[config.mk]
export PLATFORM = sky130hd
export DESIGN_NAME = mux_sel_scheduler
export DESIGN_NICKNAME = d
export VERILOG_FILES = /design/src/rtl/mux_sel_scheduler.sv
export SDC_FILE = /design/constraint.sdc
export NUM_CORES = 1
export LEC_CHECK = 0
export BUFFER_PORTS_ARGS = -buffer_cell sky130_fd_sc_hd__buf_2
export CAP_MARGIN = 0
export CORE_MARGIN = 8
export CORE_UTILIZATION = 38
export CTS_CLUSTER_DIAMETER = 50
export CTS_CLUSTER_SIZE = 40
export DETAILED_ROUTE_END_ITERATION = 6
export SYNTH_ARGS = -nofsm -noshare
export SYNTH_HDL_FRONTEND = slang
export SYNTH_SLANG_ARGS = --single-unit
[constraint.sdc]
create_clock -name clk -period 2.6 [get_ports clk]
set_input_delay 0.26 -clock clk [delete_from_list [all_inputs] [get_ports clk]]
set_output_delay 0.26 -clock clk [all_outputs]
set_load 0.01 [all_outputs]
[src/rtl/mux_sel_scheduler.sv]
// mux_sel_scheduler: round-robin owner of a shared mux/demux path with guard gap; SCHED_DWELL_LIMIT_EN caps hold time.
module mux_sel_scheduler #(
  parameter int N         = 4,
  parameter int SEL_W     = 2,
  parameter int GUARD     = 1,
  parameter int MAX_DWELL = 16
) (
  input  logic             clk,
  input  logic             rst,
  input  logic [N-1:0]     req,
  output logic [N-1:0]     grant,
  output logic [SEL_W-1:0] sel,
  output logic             en,
  output logic             busy,
  output logic             preempt
);
`ifdef SCHED_DWELL_LIMIT_EN
  localparam bit LIMIT = 1'b1;
`else
  localparam bit LIMIT = 1'b0;
`endif
  typedef enum logic [1:0] {S_IDLE, S_GRANT, S_GUARD} state_t;
  state_t state, state_n;
  logic [N-1:0] grant_n;
  logic [SEL_W-1:0] sel_n, ptr, ptr_n, w, c;
  logic [7:0] dwell, dwell_n;
  logic [3:0] gcnt, gcnt_n;
  logic preempt_n, found, force_rel, rel, go;
  always_comb begin
    found = 1'b0;
    w = '0;
    c = '0;
    for (int i = 0; i < N; i++) begin
      c = SEL_W'((int'(ptr) + i) % N);
      if (!found && req[c]) begin
        found = 1'b1;
        w = c;
      end
    end
  end
  assign force_rel = LIMIT && dwell == 8'(MAX_DWELL) && req[sel];
  assign rel = !req[sel] || force_rel;
  always_comb begin
    state_n = state;
    grant_n = grant;
    sel_n = sel;
    ptr_n = ptr;
    dwell_n = dwell;
    gcnt_n = gcnt;
    preempt_n = 1'b0;
    go = 1'b0;
    case (state)
      S_IDLE: go = 1'b1;
      S_GRANT: begin
        if (rel) begin
          grant_n = '0;
          dwell_n = '0;
          preempt_n = force_rel;
          if (GUARD > 0) begin
            state_n = S_GUARD;
            gcnt_n = 4'(GUARD - 1);
          end else go = 1'b1;
        end else dwell_n = dwell + {7'd0, dwell != 8'hff};
      end
      S_GUARD: begin
        if (gcnt == '0) go = 1'b1;
        else gcnt_n = gcnt - 4'd1;
      end
      default: state_n = S_IDLE;
    endcase
    // arbitration shared by IDLE, end of GUARD and zero-guard release
    if (go) begin
      state_n = found ? S_GRANT : S_IDLE;
      if (found) begin
        grant_n = {{(N-1){1'b0}}, 1'b1} << w;
        sel_n = w;
        dwell_n = 8'd1;
        ptr_n = (w == SEL_W'(N - 1)) ? '0 : w + 1'b1;
      end
    end
  end
  always_ff @(posedge clk) begin
    if (rst) begin
      state <= S_IDLE;
      grant <= '0;
      sel <= '0;
      ptr <= '0;
      dwell <= '0;
      gcnt <= '0;
      preempt <= 1'b0;
    end else begin
      state <= state_n;
      grant <= grant_n;
      sel <= sel_n;
      ptr <= ptr_n;
      dwell <= dwell_n;
      gcnt <= gcnt_n;
      preempt <= preempt_n;
    end
  end
  assign en = |grant;
  assign busy = state != S_IDLE;
endmodule

# Word-level counts from Yosys, hierarchy flattened
# Cells that the tools add are included.
# word_totals
elab_cells,70
regBits,14
# op_classes
n_lt_le_gt_ge,5
shift,1
muxes,32
n_addsub,5
eq_ne,7
n_reduce_logical,15
# op_table
operator,n
2-to-1 mux 4 bit,6
"less-than comparator 2 x 3 -> 1 bit, second input constant",5
2-to-1 mux 2 bit,7
2-to-1 mux 1 bit,11
binary-select mux 1 bit (select 2 bit),5
case mux 4 bit (2 select lines),1
"adder 2 x 1 -> 2 bit, second input constant",2
"adder 2 bit, second input constant",2
"equality test 2 bit, second input constant",2
logical NOT 4 bit,1
"inequality test 2 bit, second input constant",2
case mux 2 bit (2 select lines),1
AND reduction 2 bit,2
nonzero test 2 bit,2
OR reduction 4 bit,1
"<< shifter 1 x 2 -> 4 bit, first input constant",1
"subtractor 4 x 1 -> 4 bit, second input constant",1
logical AND 1 bit,3
logical NOT 1 bit,3
"inequality test 3 bit, second input constant",1
AND reduction 3 bit,1
"equality test 2 x 1 -> 1 bit, second input constant",1
logical NOT 2 bit,1
"inequality test 2 x 1 -> 1 bit, second input constant",1
other kinds (2),2

# Longest topological paths before layout
# Gate-level depths: netlist (run 1).
# logic_depth
ltp_word,15
ltp_mapped,7

# Least setup slack after synthesis (run 1)
# Ideal clock, no wire load.
# synth_path
path_kind,reg-to-reg
from,reg gcnt[0]
to,reg sel[0]
setup_ns,0.128
n_path_buf,1
period_less_slack_ns,1.683
setup_slack_ns,0.917
path_stages_with_launch,8
t_arrival_ns,1.556
t_required_ns,2.472
cell_sequence,dfxtp_1 > inv_1 > ha_1 > or3b_4 > a211oi_4 > buf_6 > mux2i_1 > nor2_1
# synth_between
elab_chain_cells,4
# synth_rtl
item,line_no,text
start: declaration,27,"logic [3:0] gcnt, gcnt_n;"
start signal: assignment,97,gcnt <= gcnt_n;
logical NOT 4 bit,66,if (gcnt == '0) go = 1'b1;
2-to-1 mux 1 bit,66,
case mux 1 bit (2 select lines),52,case (state)
AND reduction 2 bit (no line),--,
end signal: assignment,94,sel <= sel_n;
end: declaration,12,"output logic [SEL_W-1:0] sel,"
# No other way between the ends.
# A chain may end at the register's enable or synchronous reset.

# Worst setup path after layout (run 1)
# layout_path
from,reg gcnt[0]
to,reg grant[0]
# layout_between
elab_chain_cells,4
# layout_rtl
item,line_no,text
logical NOT 4 bit,66,
2-to-1 mux 1 bit,66,
case mux 1 bit (2 select lines),52,
2-to-1 mux 4 bit,72,if (go) begin
end signal: assignment,93,grant <= grant_n;
end: declaration,11,"output logic [N-1:0] grant,"
# No other way between the ends.

==> insert_results.sql, run 1 <==
INSERT INTO impl_metrics (metric_group, metric, value, unit) VALUES
('pwr', 'power.share.switching', '31.7', '%'),
('logic_synthesis', 'synthTopCellsByArea', 'sky130_fd_sc_hd__dfxtp_1 (39%), sky130_fd_sc_hd__nor2_1 (8.8%), sky130_fd_sc_hd__ha_1 (5.2%)', ''),
('logic_synthesis', 'synthDominantCellAreaShare', '38.8', '%'),
('final_layout', 'num_antenna_cells', '0', ''),
('drt', 'route.vias.total', '587', ''),
('logic_synthesis', 'async_reset_ff_share', '0', '%'),
('clock_network', 'cts-htree-levels', '1', ''),
('logic_synthesis', 'synth_most_common_cell', 'sky130_fd_sc_hd__nor2_1', ''),
('critical_path', 'path_class', 'flip-flop to flip-flop', ''),
('logic_synthesis', 'post-synth-top-area-cell', 'sky130_fd_sc_hd__dfxtp_1', ''),
('placement', 'placedInstanceArea', '797', 'µm²'),
('critical_path', 'setup.worst_path.end_class', 'flip-flop', ''),
('timing', 'hold_ws', '0.327', 'ns'),
('timing', 'grt_setup_unrepaired', 'no', ''),
('logic_synthesis', 'synth.yosys.warnings', '0', ''),
('final_layout', 'share_of_cells_above_drive_strength_1', '22.6', '%'),
('logic_synthesis', 'number_of_synthesized_flops_with_an_enable_pin', '0', ''),
('floorplan', 'chipWidth', '59.6', 'µm'),
('clock_network', 'clock_slew_seen_by_the_registers_of_the_worst_setup_and_hold_paths', '0.08', 'ns'),
('logic_synthesis', 'leading_register_cell_type_out_of_synthesis', 'sky130_fd_sc_hd__dfxtp_1', ''),
('drt', 'drt_iter0_markers', '8', ''),
('grt', 'initial_antenna_violation_count', '0', ''),
('floorplan', 'design.die.area', '3560', 'µm²'),
('timing', 'final.period_utilization', '76.3', '%'),
('pwr', 'power.switching', '0.000165', 'W'),
('final_layout', 'utilization', '46.5', '%'),
('final_layout', 'nNetsFinal', '104', ''),
('floorplan', 'rows', '15', ''),
('floorplan', 'ios', '15', ''),
('floorplan', 'vertical_extent_of_the_die', '59.6', 'µm'),
('clock_network', 'postCtsSetupRepairBufs', '0', ''),
('drt', 'route.detailed.wl_per_inst', '12.7', 'µm'),
('logic_synthesis', 'synthSimpleGateAreaFrac', '26.0', '%'),
('drt', 'first_pass_iters', '5', ''),
('outcome', 'status', 'finished, final reports clean', ''),
('clock_network', 'cts_tree', 'built', ''),
('logic_synthesis', 'ys_top_cells_by_count', 'sky130_fd_sc_hd__nor2_1 (17), sky130_fd_sc_hd__dfxtp_1 (14), sky130_fd_sc_hd__inv_1 (5)', ''),
('pwr', 'power_frac_comb', '27.6', '%'),
('pwr', 'power.density', '634', 'nW/µm²'),
('pwr', 'power_frac_clock', '22.8', '%'),
('timing', 'max-slew-margin-rel', '56.2', '%'),
('logic_synthesis', 'fraction_of_synthesized_cell_area_in_xor_and_xnor_cells', '2.42', '%'),
('pwr', 'power_frac_seq', '49.6', '%'),
('logic_synthesis', 'combinational_family_with_the_most_area_after_synthesis', 'simple AND/OR/NAND/NOR gates', ''),
('timing', 'fmax', '504', 'MHz'),
('logic_synthesis', 'synth_cell_types', '32', ''),
('clock_network', 'clkLatencyLatePin', '0.27', 'ns'),
('logic_synthesis', 'synth-adder-area-share', '5.19', '%'),
('timing', 'setup_total_negative_slack', '0', 'ns'),
('pwr', 'internal_power', '0.000355', 'W'),
('timing', 'timing_max_transition_violations_final', '0', ''),
('logic_synthesis', 'postSynthAreaPerCell', '9.04', 'µm²'),
('clock_network', 'clk_path_buf_depth', '2', ''),
('grt', 'grt_overflow_total', '0', ''),
('logic_synthesis', 'syn-cell-area', '723', 'µm²'),
('critical_path', 'critPathRequiredTime', '2.77', 'ns'),
('placement', 'hpwl_after_dpl', '1.12', 'mm'),
('pwr', 'total_leakage_power', '0.362', 'nW'),
('drt', 'via_per_inst', '4.97', ''),
('drt', 'antenna_violating_nets_post_route', '0', ''),
('drt', 'post-route-drc-count', '0', ''),
('logic_synthesis', 'synth_instances', '80', ''),
('logic_synthesis', 'ys_seq_area_share', '38.8', '%'),
('logic_synthesis', 'ys_seq_elements', '14', ''),
('grt', 'grt_first_pass_wirelength', '2.45', 'mm'),
('grt', 'gr-usage-all-layers', '9.32', '%'),
('hold_path', 'worst_hold_path_type', 'primary input to flip-flop', ''),
('timing', 'worst_clock_skew', '0.00168', 'ns'),
('placement', 'placement.io_buffers', '13', ''),
('timing', 'max_slew.worst_pin.slew', '0.652', 'ns'),
('grt', 'maximum_number_of_pins_on_one_net_before_global_route_repair', '15', '');
==> cells by family (layout without fill, tap and decap cells) <==
kind of cell	count (synthesis)	count (layout)
compound gates	14	14
xor+xnor	2	2
fa+ha+maj	3	3
buf+inv	8	21
flops	14	14
mux	3	3
other cells	1	1
simple gates	35	35
==> placed cells by master, fill, tap and decap left out, types with 2 or more instances in the layout <==
master / count
sky130_fd_sc_hd__nor2_1: 17
sky130_fd_sc_hd__dfxtp_1: 14
sky130_fd_sc_hd__buf_2: 13
sky130_fd_sc_hd__inv_1: 5
sky130_fd_sc_hd__nor2b_1: 4
sky130_fd_sc_hd__a21oi_1: 3
sky130_fd_sc_hd__a32oi_1: 3
sky130_fd_sc_hd__ha_1: 3
sky130_fd_sc_hd__clkbuf_4: 3
sky130_fd_sc_hd__nor4_1: 2
sky130_fd_sc_hd__nand2b_1: 2
sky130_fd_sc_hd__mux2i_1: 2
sky130_fd_sc_hd__a211oi_1: 2
sky130_fd_sc_hd__xnor2_1: 2
sky130_fd_sc_hd__nor3_1: 2
==> metrics by stage <==
stage | instances | power [W]
floorplan | 80 | 0.000362
global placement | 115 | 0.000405
detailed placement | 115 | 0.000405
CTS | 118 | 0.000524
global route | 118 | 0.000552
finish | 118 | 0.000520
==> metal layers <==
metal / share of wire, % / up-vias / track usage (%)
met2: 40 / 13 / 12.5
met3: 5.7 / 5 / 3.25
li1: - / 307 / -
met1: 52 / 262 / 11.7
met5: 0 / - / 0
met4: 2.8 / 0 / 7.14
==> critical path, cell delays in order (launching register included) <==
cell and delay [ns]:
sky130_fd_sc_hd__dfxtp_1 0.33, sky130_fd_sc_hd__inv_1 0.08, sky130_fd_sc_hd__ha_1 0.13, sky130_fd_sc_hd__or3b_4 0.39, sky130_fd_sc_hd__a211oi_4 0.51, sky130_fd_sc_hd__nor2_1 0.16
sky130_fd_sc_hd__a32oi_1 0.21, sky130_fd_sc_hd__nor2_1 0.05
==> registers in the layout, summed over array words and instances, names as in the netlist <==
signal and cells:
grant 4, gcnt 4, sel 2, state 2, ptr 2
==> cell type report <==
type	count	area, µm²
multi-input combinational	58	402
timing repair buffer	13	65.1
inverter	5	18.8
tap	25	31.3
fill	194	945
sequential	14	280
clock buffer	3	22.5
==> power groups by stage <==
stage / Sequential (W) / Clock (W) / Combinational, W
after CTS: 0.000258 / 0.000122 / 0.000144
after global routing: 0.000262 / 0.000130 / 0.000160
after global placement: 0.000263 / 0 / 0.000143
final: 0.000258 / 0.000118 / 0.000143
after detailed placement: 0.000263 / 0 / 0.000142
after floorplan: 0.000264 / 0 / 0.0000984
==> path summary, 6_finish.rpt <==
| kind | startpoint | to | slack (ns) | depth (start not counted) |
|---|---|---|---|---|
| setup / recovery | gcnt[0] | grant[0] | 0.62 | 7 |
| hold / removal | rst | sel[0] | 0.33 | 2 |
| setup reg to reg | gcnt[0] | grant[0] | 0.62 | 7 |
| hold reg to reg | grant[3] | grant[3] | 0.52 | 2 |
(Power assumes the default switching activity.)
==> run 2, diff against run 1 <==
==> constraint.sdc (replaced) <==
create_clock -name clk -period 1.85 [get_ports clk]
set_input_delay 0.185 -clock clk [delete_from_list [all_inputs] [get_ports clk]]
set_output_delay 0.185 -clock clk [all_outputs]
set_load 0.01 [all_outputs]
==> run 2 against run 1 <==
Wire length shrank 2.1%. Register-to-register slack lost 0.52 ns. Flip-flop and latch count is the same. Combinational power grew 50%. Final cell count grew 2.5%. Sequential share of layout area shrank 1.2 points. Fmax grew 13%. Non-clock buffer count grew 3. Clock skew grew 0.00079 ns. First-iteration DRC count grew 88%.
==> insert_results.sql, run 2 (synthesis gave the netlist of run 1 again) <==
INSERT INTO impl_metrics (metric_group, metric, value, unit) VALUES
('floorplan', 'ios', '15', ''),
('critical_path', 'timing.critical_path.from', 'gcnt[0]', ''),
('clock_network', 'cts.sink_count', '14', ''),
('final_layout', 'most-common-layout-cells', 'sky130_fd_sc_hd__nor2_1 (17), sky130_fd_sc_hd__dfxtp_1 (14), sky130_fd_sc_hd__buf_2 (13)', ''),
('clock_network', 'cts_tree', 'built', ''),
('critical_path', 'worst-endpoint-arrival', '1.92', 'ns'),
('final_layout', 'num_antenna_cells', '0', ''),
('critical_path', 'crit_family', 'simple AND/OR/NAND/NOR gates', ''),
('grt', 'grt_first_pass_wirelength', '2.41', 'mm'),
('clock_network', 'cts-htree-levels', '1', ''),
('timing', 'fmax', '569', 'MHz'),
('floorplan', 'chipWidth', '59.6', 'µm'),
('floorplan', 'placeableCoreArea', '1760', 'µm²'),
('grt', 'maximum_number_of_pins_on_one_net_before_global_route_repair', '15', ''),
('clock_network', 'ctsRootBufferMaster', 'sky130_fd_sc_hd__clkbuf_4', ''),
('hold_path', 'worst_hold_path_type', 'primary input to flip-flop', ''),
('floorplan', 'design.die.area', '3560', 'µm²'),
('timing', 'grt_setup_unrepaired', 'yes', ''),
('grt', 'gr-usage-all-layers', '8.68', '%'),
('floorplan', 'initial_core_util', '41.0', '%'),
('critical_path', 'critical_path.max_stage_delay', '0.39', 'ns'),
('drt', 'route.detailed.wl_per_inst', '12.2', 'µm'),
('final_layout', 'nFillCells', '176', ''),
('critical_path', 'critPathRequiredTime', '2.01', 'ns'),
('placement', 'hpwl_after_dpl', '1.12', 'mm'),
('placement', 'placement.io_buffers', '13', ''),
('timing', 'setup_viol', '0', ''),
('timing', 'worst_clock_skew', '0.00246', 'ns'),
('pwr', 'maximum_vdd_ir_drop', '0.466', 'mV'),
('floorplan', 'vertical_extent_of_the_die', '59.6', 'µm'),
('clock_network', 'clk_path_buf_depth', '2', ''),
('clock_network', 'clock_slew_seen_by_the_registers_of_the_worst_setup_and_hold_paths', '0.08', 'ns'),
('final_layout', 'share_of_cells_above_drive_strength_1', '25.0', '%'),
('critical_path', 'cp_num_cells', '7', ''),
('final_layout', 'layout-area-overhead-vs-synth', '17.3', '%'),
('floorplan', 'rows', '15', ''),
('placement', 'place.gp.congestion', '0.750', ''),
('drt', 'antenna_violating_nets_post_route', '0', ''),
('critical_path', 'cp_num_buf_inv', '2', ''),
('final_layout', 'final_cells', '121', ''),
('pwr', 'power', '0.000740', 'W'),
('job', 'max_cap_viols', '0', ''),
('critical_path', 'setup.worst_path.end_class', 'flip-flop', ''),
('final_layout', 'reg.largest.list', 'gcnt x4, grant x4', ''),
('drt', 'post-route-drc-count', '0', ''),
('clock_network', 'postCtsSetupRepairBufs', '0', ''),
('drt', 'first_pass_iters', '4', ''),
('grt', 'number_of_global_route_vias_before_repair', '537', ''),
('grt', 'initial_antenna_violation_count', '0', ''),
('critical_path', 'crit_path_max_fanout', '6', ''),
('drt', 'drt_iter0_markers', '15', ''),
('final_layout', 'nNetsFinal', '107', ''),
('hold_path', 'worstHoldStart', 'rst', ''),
('final_layout', 'layout.cells.most_common', 'sky130_fd_sc_hd__nor2_1', ''),
('pwr', 'total_leakage_power', '0.377', 'nW'),
('critical_path', 'path_class', 'flip-flop to flip-flop', ''),
('outcome', 'status', 'finished, final reports clean', ''),
('grt', 'grt_overflow_total', '0', ''),
('critical_path', 'worst_r2r_path_depth', '7', ''),
('critical_path', 'critical_path_launch_point_type', 'flip-flop', ''),
('critical_path', 'worst_r2r_startpoint', 'gcnt[0]', ''),
('drt', 'postRouteWirelength', '1.47', 'mm'),
('critical_path', 'cp_cell_sequence', 'inv_1 > ha_1 > or3b_4 > a211oi_4 > buf_4 > mux2i_1 > nor2_1', ''),
('drt', 'via_per_inst', '4.93', ''),
('timing', 'hold_fails_final_rpt', '0', ''),
('timing', 'timing_max_transition_violations_final', '0', ''),
('clock_network', 'clkLatencyLatePin', '0.27', 'ns'),
('placement', 'dp_cells', '118', ''),
('hold_path', 'hold-path-cell-count', '2', ''),
('drt', 'route.vias.total', '596', ''),
('critical_path', 'cell_with_the_biggest_individual_delay_on_the_critical_path', 'sky130_fd_sc_hd__or3b_4', ''),
('pwr', 'power.density', '872', 'nW/µm²'),
('clock_network', 'cts_inserted_buffers', '3', ''),
('timing', 'final.period_utilization', '95.0', '%'),
('timing', 'timing.final.crit_period', '1.76', 'ns');
run 2: cell count changes in the layout (fill, tap and decap cells not counted):
cell and change:
sky130_fd_sc_hd__nor3b_2 -1, sky130_fd_sc_hd__nor3b_4 +1, sky130_fd_sc_hd__buf_4 +3
run 2: worst reg2reg max path: cells and delay by family, from the launching register on:
kind	cells	cell delay, ns
multiplexers	1	0.19
buffers and inverters	2	0.28
flip-flops	1	0.34
AND/OR/NAND/NOR	2	0.44
adder cells (fa/ha/maj)	1	0.13
AO/OA/AOI/OAI	1	0.28
run 2: layer usage:
metal	vias up	GRT usage [%]	routed length, µm
li1	314	-	-
met1	270	11.6	772
met2	10	11.7	586
met3	2	3.25	103
met4	0	4.08	10
met5	-	0	0
run 2: timing repair:
item,in CTS,in global routing
endpoints found under the setup margin,0,3
resized for setup,0,1
hold buffers,0,0
run 2: path summary, 6_finish.rpt:
kind,end,slack (ns)
max,sel[1],0.09
max reg2reg,sel[1],0.09
min,sel[0],0.25
min reg2reg,grant[3],0.52
run 2: layout make-up:
class                   count  area (µm²)  share of cell area (%)
repair buffers             16        87.6                    10.3
flip-flops and latches     14         280                    33.0
clock buffers               3        22.5                    2.65
multi-input cells          58         408                    48.1
well taps                  25        31.3                    3.69
inverters                   5        18.8                    2.21
run 2: per-stage QoR:
step	setup WS, ns	cell area, µm²	util [%]	hold slack [ns]	setup TNS [ns]
final	0.0917	848	48.1	0.249	0
after global routing	-0.00545	848	48.1	0.257	-0.00545
after CTS	0.0879	842	47.7	0.246	0
after detailed placement	0.0992	820	46.5	0.496	0
after global placement	0.0808	820	46.5	0.493	0
after floorplan	0.167	723	-	0.258	0
run 2: where the power goes:
part	switching [W]	total, W	internal (W)
logic	0.000113	0.000215	0.000102
clock network	0.0000879	0.000163	0.0000752
registers	0.0000302	0.000362	0.000331
total	0.000231	0.000740	0.000509
==> run 3, diff against run 2 <==
==> constraint.sdc (replaced) <==
create_clock -name clk -period 1.7 [get_ports clk]
set_input_delay 0.17 -clock clk [delete_from_list [all_inputs] [get_ports clk]]
set_output_delay 0.17 -clock clk [all_outputs]
set_load 0.01 [all_outputs]
==> run 3 against run 2 <==
The run now ends with setup timing left. Die area did not move. Sequential power rose by 8.8%. Flip-flop and latch count did not move. Wire length rose by 8.0%. Count of clock-buffer cells in the layout did not move. Critical path depth did not move. Critical path type unchanged. Critical endpoint unchanged. Largest cell class unchanged. Highest routed layer unchanged.
==> insert_results.sql, run 3 (synthesis gave the netlist of run 1 again) <==
INSERT INTO impl_metrics (metric_group, metric, value, unit) VALUES
('floorplan', 'initial_core_util', '41.0', '%'),
('grt', 'grt_overflow_total', '0', ''),
('critical_path', 'crit_path_max_fanout', '6', ''),
('floorplan', 'design.die.area', '3560', 'µm²'),
('timing', 'timing.final.crit_period', '1.76', 'ns'),
('pwr', 'power.density', '885', 'nW/µm²'),
('timing', 'hold_ws', '0.235', 'ns'),
('drt', 'drt_iter0_markers', '12', ''),
('critical_path', 'setup.worst_path.end_class', 'flip-flop', ''),
('grt', 'grt_first_pass_wirelength', '2.62', 'mm'),
('clock_network', 'ctsRootBufferMaster', 'sky130_fd_sc_hd__clkbuf_4', ''),
('outcome', 'violations', 'setup timing', ''),
('drt', 'via_per_inst', '4.85', ''),
('drt', 'first_pass_iters', '3', ''),
('clock_network', 'clock_slew_seen_by_the_registers_of_the_worst_setup_and_hold_paths', '0.08', 'ns'),
('final_layout', 'share_of_cells_above_drive_strength_1', '37.9', '%'),
('placement', 'hpwl_after_dpl', '1.17', 'mm'),
('floorplan', 'rows', '15', ''),
('critical_path', 'critical_path.max_stage_delay', '0.38', 'ns'),
('clock_network', 'cts-htree-levels', '1', ''),
('timing', 'final.period_utilization', '103', '%'),
('timing', 'fmax', '569', 'MHz'),
('final_layout', 'reg.largest.list', 'gcnt x4, grant x4', ''),
('floorplan', 'placeableCoreArea', '1760', 'µm²'),
('critical_path', 'crit_family', 'simple AND/OR/NAND/NOR gates', ''),
('final_layout', 'num_antenna_cells', '0', ''),
('critical_path', 'cell_with_the_biggest_individual_delay_on_the_critical_path', 'sky130_fd_sc_hd__or3b_4', ''),
('critical_path', 'worst-endpoint-arrival', '1.92', 'ns'),
('critical_path', 'critPathRequiredTime', '1.86', 'ns'),
('drt', 'route.detailed.wl_per_inst', '12.4', 'µm'),
('timing', 'timing_max_transition_violations_final', '0', ''),
('final_layout', 'layout-area-overhead-vs-synth', '28.5', '%'),
('drt', 'post-route-drc-count', '0', ''),
('grt', 'number_of_global_route_vias_before_repair', '608', ''),
('drt', 'postRouteWirelength', '1.59', 'mm'),
('final_layout', 'nNetsFinal', '114', ''),
('timing', 'setup_viol', '4', ''),
('final_layout', 'post_layout_inst_area', '930', 'µm²'),
('timing', 'worst_clock_skew', '0.00246', 'ns'),
('critical_path', 'worst_r2r_path_depth', '7', ''),
('clock_network', 'clkLatencyLatePin', '0.28', 'ns'),
('final_layout', 'most-common-layout-cells', 'sky130_fd_sc_hd__nor2_1 (16), sky130_fd_sc_hd__buf_2 (13), sky130_fd_sc_hd__dfxtp_1 (11)', ''),
('final_layout', 'layout.cells.most_common', 'sky130_fd_sc_hd__nor2_1', ''),
('critical_path', 'cp_cell_sequence', 'inv_2 > ha_4 > or3b_4 > a211oi_4 > buf_6 > mux2i_1 > nor2_1', ''),
('pwr', 'total_leakage_power', '0.419', 'nW'),
('drt', 'route.vias.total', '621', ''),
('hold_path', 'hold-path-cell-count', '2', ''),
('floorplan', 'chipWidth', '59.6', 'µm'),
('critical_path', 'critical_path_launch_point_type', 'flip-flop', ''),
('hold_path', 'worstHoldStart', 'rst', ''),
('drt', 'dr_wl_met3', '83', 'µm'),
('job', 'max_cap_viols', '0', ''),
('placement', 'placedInstanceArea', '857', 'µm²'),
('pwr', 'maximum_vdd_ir_drop', '0.512', 'mV'),
('hold_path', 'worstHoldEndpoint', 'grant[1]', ''),
('clock_network', 'cts_inserted_buffers', '3', ''),
('grt', 'initial_antenna_violation_count', '0', ''),
('placement', 'place.gp.congestion', '0.811', ''),
('grt', 'gr-usage-all-layers', '9.59', '%'),
('clock_network', 'number_of_hold_buffers_added_after_cts', '0', ''),
('floorplan', 'ios', '15', ''),
('floorplan', 'vertical_extent_of_the_die', '59.6', 'µm'),
('critical_path', 'cp_num_buf_inv', '2', ''),
('clock_network', 'cts.sink_count', '14', ''),
('placement', 'placement.io_buffers', '13', ''),
('drt', 'met2RoutedLength', '669', 'µm'),
('critical_path', 'path_class', 'flip-flop to flip-flop', ''),
('grt', 'maximum_number_of_pins_on_one_net_before_global_route_repair', '15', ''),
('critical_path', 'worst-r2r-setup-slack', '-0.06', 'ns'),
('drt', 'antenna_violating_nets_post_route', '0', ''),
('drt', 'm1WireLength', '811', 'µm'),
('outcome', 'status', 'complete, but fails checks', ''),
('hold_path', 'worst_hold_path_type', 'primary input to flip-flop', ''),
('final_layout', 'utilization', '52.7', '%'),
('timing', 'fin_ws', '-0.0578', 'ns'),
('timing', 'hold_fails_final_rpt', '0', ''),
('clock_network', 'clk_path_buf_depth', '2', ''),
('clock_network', 'cts_tree', 'built', ''),
('critical_path', 'regToRegEndpoint', 'sel[1]', ''),
('critical_path', 'worst_r2r_startpoint', 'gcnt[1]', ''),
('drt', 'routed.top_layer', 'met4', ''),
('timing', 'grt_setup_unrepaired', 'yes', '');
run 3: cell types whose count changed in the layout (fill, tap and decap cells not counted):
| cell | previous run | this run |
|---|---|---|
| sky130_fd_sc_hd__nor2b_2 | 0 | 1 |
| sky130_fd_sc_hd__ha_1 | 3 | 2 |
| sky130_fd_sc_hd__nor2b_1 | 4 | 3 |
| sky130_fd_sc_hd__buf_6 | 0 | 2 |
| sky130_fd_sc_hd__nor2_2 | 0 | 1 |
| sky130_fd_sc_hd__dfxtp_2 | 0 | 3 |
| sky130_fd_sc_hd__inv_1 | 5 | 3 |
| sky130_fd_sc_hd__nor2_1 | 17 | 16 |
| sky130_fd_sc_hd__buf_4 | 3 | 8 |
| sky130_fd_sc_hd__ha_4 | 0 | 1 |
| sky130_fd_sc_hd__inv_2 | 0 | 2 |
| sky130_fd_sc_hd__dfxtp_1 | 14 | 11 |
run 3: worst max-delay path by stage:
stage / slack, ns / start / cells past startpoint / to
floorplan: 0.02 / gcnt[0] / 7 / sel[0]
finish: -0.06 / gcnt[1] / 7 / sel[1]
CTS: 0.007 / sel[0] / 5 / grant[2]
global route: -0.12 / gcnt[1] / 7 / sel[1]
global placement: 0.008 / gcnt[0] / 7 / sel[1]
detailed placement: -0.02 / gcnt[0] / 7 / sel[1]
run 3: per-stage QoR:
stage | TNS (ns) | cells | power, W | setup slack (ns)
after floorplan | 0 | 80 | 0.000554 | 0.0168
after global placement | 0 | 123 | 0.000630 | 0.00822
after detailed placement | -0.0387 | 123 | 0.000632 | -0.0210
after CTS | 0 | 127 | 0.000824 | 0.00687
after global routing | -0.690 | 128 | 0.000873 | -0.120
final | -0.152 | 128 | 0.000823 | -0.0578
run 3: what timing repair did:
| item | in CTS | in global routing |
|---|---|---|
| setup endpoints to repair | 4 | 11 |
| buffers inserted | 1 | 1 |
| gates resized for setup | 3 | 9 |
| pin swaps | 1 | 3 |
run 3: area by class of cell:
class,count,area (µm²)
Clock buffer,3,22.5
Sequential cell,14,284
Fill cell,185,835
Inverter,5,18.8
Multi-Input combinational cell,58,425
Timing Repair Buffer,23,148
Tap cell,25,31.3
run 3: per-layer routing:
metal	vias to the layer above	global-route usage, %
met1	280	12.6
met2	12	13.3
met4	0	6.12
li1	325	-
met5	-	0
met3	4	2.60
run 3: where the power goes:
part / leakage, nW / switching [W] / internal [W]
clock network: 0.0138 / 0.0000994 / 0.0000821
logic: 0.289 / 0.000125 / 0.000122
registers: 0.116 / 0.0000329 / 0.000362
total: 0.419 / 0.000257 / 0.000565
